$ cat src/rtl/top_decoder_pkg.sv
// Shared types and helpers for the handshaked binary-to-one-hot decoder.
package top_decoder_pkg;

  localparam int DEF_IN_W  = 3;
  localparam int DEF_OUT_W = 1 << DEF_IN_W;

  typedef enum logic [1:0] {
    EMPTY = 2'd0,
    ONE   = 2'd1,
    TWO   = 2'd2
  } occ_e;

  function automatic logic [DEF_OUT_W-1:0] onehot(input logic [DEF_IN_W-1:0] code);
    onehot       = '0;
    onehot[code] = 1'b1;
  endfunction

endpackage

$ cat src/rtl/decoder_skid_buf.sv
// Generic 2-entry valid/ready skid buffer (head + skid) with a registered
// in_ready, so upstream ready never combinationally depends on out_ready.
module decoder_skid_buf
  import top_decoder_pkg::*;
#(
  parameter int W = DEF_OUT_W
) (
  input  logic         clk,
  input  logic         rst,
  input  logic [W-1:0] in_data,
  input  logic         in_valid,
  output logic         in_ready,
  output logic [W-1:0] out_data,
  output logic         out_valid,
  input  logic         out_ready
);

  occ_e         state;
  logic [W-1:0] skid;
  logic         accept;
  logic         drain;

  assign accept = in_valid & in_ready;
  assign drain  = out_valid & out_ready;

  // NOTE: the data registers are reset and cleared on drain because the
  // downstream contract is out_data == 0 whenever out_valid is low.
  always_ff @(posedge clk) begin
    if (rst) begin
      state     <= EMPTY;
      out_data  <= '0;
      skid      <= '0;
      out_valid <= 1'b0;
      in_ready  <= 1'b1;
    end else begin
      unique case (state)
        EMPTY: begin
          if (accept) begin
            out_data  <= in_data;
            out_valid <= 1'b1;
            state     <= ONE;
          end
        end
        ONE: begin
          if (accept && !drain) begin
            skid     <= in_data;
            in_ready <= 1'b0;
            state    <= TWO;
          end else if (!accept && drain) begin
            out_data  <= '0;
            out_valid <= 1'b0;
            state     <= EMPTY;
          end else if (accept && drain) begin
            out_data <= in_data;
          end
        end
        TWO: begin
          if (drain) begin
            out_data <= skid;
            skid     <= '0;
            in_ready <= 1'b1;
            state    <= ONE;
          end
        end
        default: begin
          state     <= EMPTY;
          out_data  <= '0;
          skid      <= '0;
          out_valid <= 1'b0;
          in_ready  <= 1'b1;
        end
      endcase
    end
  end

endmodule

$ cat src/rtl/top_decoder_handshake.sv
// Registered binary-to-one-hot decoder behind a 2-entry skid buffer.
// Optional odd-parity check on the input code: DECODER_PARITY_EN.
module top_decoder_handshake
  import top_decoder_pkg::*;
#(
  parameter  int IN_W  = DEF_IN_W,
  parameter  int CNT_W = 16,
  localparam int OUT_W = 1 << IN_W
) (
  input  logic             clk,
  input  logic             rst,
  input  logic [IN_W-1:0]  d,
  input  logic             valid_in,
`ifdef DECODER_PARITY_EN
  input  logic             par,
`endif
  output logic             ready_out,
  output logic [OUT_W-1:0] q,
  output logic             valid_out,
  input  logic             ready_in,
  output logic [CNT_W-1:0] dec_cnt
`ifdef DECODER_PARITY_EN
  ,
  output logic             par_err
`endif
);

  logic [OUT_W-1:0] dec;
  logic             par_ok;

  if (IN_W == DEF_IN_W) begin : g_pkg_dec
    assign dec = onehot(d);
  end else begin : g_gen_dec
    assign dec = OUT_W'(1) << d;
  end

`ifdef DECODER_PARITY_EN
  assign par_ok = ^{d, par};

  // A bad word still completes the handshake; it is only kept out of the buffer.
  always_ff @(posedge clk) begin
    if (rst) par_err <= 1'b0;
    else     par_err <= valid_in & ready_out & ~par_ok;
  end
`else
  assign par_ok = 1'b1;
`endif

  decoder_skid_buf #(.W(OUT_W)) u_buf (
    .clk       (clk),
    .rst       (rst),
    .in_data   (dec),
    .in_valid  (valid_in & par_ok),
    .in_ready  (ready_out),
    .out_data  (q),
    .out_valid (valid_out),
    .out_ready (ready_in)
  );

  always_ff @(posedge clk) begin
    if (rst)                        dec_cnt <= '0;
    else if (valid_out && ready_in) dec_cnt <= dec_cnt + CNT_W'(1);
  end

endmodule

$ cat config.mk
export PLATFORM = sky130hd
export DESIGN_NAME = top_decoder_handshake
export DESIGN_NICKNAME = d
export VERILOG_FILES = /design/src/rtl/top_decoder_pkg.sv /design/src/rtl/decoder_skid_buf.sv /design/src/rtl/top_decoder_handshake.sv
export SDC_FILE = /design/constraint.sdc
export NUM_CORES = 1
export LEC_CHECK = 0
export ABC_AREA = 1
export ABC_CLOCK_PERIOD_IN_PS = 1950
export CORE_ASPECT_RATIO = 0.8
export CORE_UTILIZATION = 51
export CTS_BUF_LIST = sky130_fd_sc_hd__clkbuf_8 sky130_fd_sc_hd__clkbuf_16
export DETAILED_ROUTE_END_ITERATION = 12
export PLACE_DENSITY_LB_ADDON = 0.12
export RECOVER_POWER = 25
export SLEW_MARGIN = 0
export SYNTH_ARGS = -nofsm -noshare
export SYNTH_HDL_FRONTEND = slang
export SYNTH_HIERARCHICAL = 1
export SYNTH_SLANG_ARGS = --single-unit
$ cat constraint.sdc
create_clock -name clk -period 1.95 [get_ports clk]
set_input_delay 0.195 -clock clk [delete_from_list [all_inputs] [get_ports clk]]
set_output_delay 0.195 -clock clk [all_outputs]
set_load 0.005 [all_outputs]
==> reports/qor.yml <==
cts_buffers: 5
slowest_stage: "clkdlybuf4s50_1"
power_mw: 1.86
fin_nets: 307
gp_congestion: 0.870
whs_ns: 0.473
syn_inst: 258
synth-adder-area-share: 0.0208
relSlewSlack: 0.760
synth_seq_cells: 36
power_density_mw_per_mm2: 831
grt.total_usage: 0.243
final_cell_mix: "73 x nand2_1, 38 x nor2_1, 36 x dfxtp_1, 29 x a21oi_1, 28 x clkdlybuf4s50_1"
synthArstFlopShare: 0
antenna_found_initial: 0
antenna_left: 0
whs_path_depth: 2
antenna_cells: 0
drive_gt1_frac: 0.0943
cp_max_fo: 8
crit_arrival_ns: 1.81
critPathKind: "in2reg"
start_util: 0.559
syn-num-nets: 268
synthSimpleGateAreaFrac: 0.374
setup.worst_path.end_class: "flop"
rsz0062_at_grt: "no"
cts_buffer_depth: 2
avgSynthCellArea_um2: 6.98
synth-compound-area-share: 0.137
dieArea_mm2: 0.00378
grt_pass1_wl_um: 6520
post-route-drc-count: 0
firstDrtPassIters: 4
max_stage_delay_ns: 0.48
path_cells: "clkdlybuf4s50_1, nand2_1, ha_1, nand3_1, nand2_1, nor2_2, nand2_1, a21oi_1"
drt_iter0_drc: 103
vias: 1674
max_freq_mhz: 625
rr_worst_depth: 8
synth_xor_area_frac: 0.00486
synthMuxAreaShare: 0
dp.cells: 330
synth_edf_count: 0
clk_latency_ns: 0.28
row_count: 18
hold_path.class: "reg2reg"
areaGrowthSynthToFinish_pct: 23.9
crit_top_cell: "nand2_1"
wl_per_cell_um: 11.7
slew_violations: 0
p_leak_nw: 0.955
port_buffers: 32
syn_area_mm2: 0.00180
drt_wl_total_um: 3940
die_w_um: 68.5
cp.required_ns: 2.16
clk_pin_slew_ns: 0.07
synth_ff_type: "dfxtp_1"
grt_pass1_vias: 1426
finalCritPeriodShare: 0.820
cts_resized: 0
dp_hpwl_um: 2860
layout_commonest_cell: "nand2_1"
core_mm2: 0.00322
skew_ns: 0.00402
tritoncts: "built"
worstMarginPinSlew_ns: 0.360
drv_cap: 0
critPathLaunchType: "primary input"
htreeDepth: 2
seq_area_frac_synth: 0.400
status: "completed"
final_cell_count_no_fill: 337
finalSetupViolCount: 0
hold_viol: 0
period_needed_ns: 1.60
post_drt_via_cell_ratio: 4.97
ctsRootBufferMaster: "clkbuf_8"
synth.distinct_cells: 25
pin_count: 33
synth_top_family_by_area: "simple AND/OR/NAND/NOR gates"
yosys_warnings: 6
ir_worst_vdd_mv: 0.609
dieHeight_um: 55.2
grt_remaining_overflow: 0
grt_max_degree: 14
post_cts_buffers: 0
setup_tns_ns: 0
holdBufCountCts: 0
clock-sinks: 36
[layer usage]
metal	wire length, µm	share of wire	GRT usage	up-vias
met4	44	0.011	0.0590	0
met1	2130	0.54	0.345	718
met5	0	0	0	-
li1	-	-	-	898
met3	225	0.057	0.0922	6
met2	1540	0.39	0.342	52
[report_power, final]
part / internal [mW] / switching (mW)
registers: 0.815 / 0.0648
clock network: 0.237 / 0.244
logic: 0.194 / 0.301
total: 1.25 / 0.610
[layout make-up]
cell class	count	area [µm²]
fill	280	988
multi-input combinational	194	943
clock inverter	2	8.76
tap	40	50.0
timing repair buffer	36	350
inverter	24	90.1
clock buffer	5	68.8
sequential	36	721
[cells by family (layout without fill, tap and decap cells)]
kind of cell	count (synthesis)	count (layout)
XOR/XNOR	1	1
AND/OR/NAND/NOR	144	144
AO/OA/AOI/OAI	46	46
adder cells (fa/ha/maj)	3	3
buffers and inverters	28	67
flip-flops	36	36
[synth_stat cells, types with 2 or more instances]
cell type  instances  area [µm²]
a21oi_1           29         145
buf_2              2        10.0
dfxtp_1           36         721
ha_1               3        37.5
inv_1             20        75.1
inv_2              4        15.0
nand2_1           71         267
nand2_2            5        31.3
nand2_4            2        22.5
nand3_1            7        35.0
nand3_2            2        20.0
nor2_1            37         139
nor2_2             3        18.8
nor2_4             4        45.0
nor3_1            10        50.1
o21a_1             2        15.0
o21ai_0           11        55.1
o21ai_1            3        15.0
[state kept, by name (all words and copies together) (netlist names)]
| register | cells |
|---|---|
| u_buf/out_data | 8 |
| u_buf/state | 2 |
| u_buf/skid | 8 |
| dec_cnt | 16 |
| u_buf/out_valid | 1 |
| u_buf/in_ready | 1 |
[per-stage QoR]
step / cell area [µm²] / util / setup slack [ns]
6_report: 2230 / 0.693 / 0.351
3_5_place_dp: 2180 / 0.676 / 0.0777
4_1_cts: 2250 / 0.700 / 0.357
3_3_place_gp: 2180 / 0.676 / 0.168
5_1_grt: 2230 / 0.693 / 0.213
2_1_floorplan: 1800 / - / 0.512
[worst max-delay path, delay by kind of cell]
kind	cells	cell delay, ns
AOI/OAI and AO/OA	1	0.17
adders and majority gates	1	0.24
and+or+nand+nor	5	0.72
buffers and inverters	1	0.48
[worst paths after layout]
check	start	to	slack [ns]
setup / recovery	ready_in	u_buf/out_data[5]	0.35
setup reg to reg	u_buf/in_ready	u_buf/skid[6]	0.36
hold / removal	u_buf/out_data[7]	u_buf/out_data[7]	0.47
hold reg to reg	u_buf/out_data[7]	u_buf/out_data[7]	0.47
(Power assumes the default switching activity.)
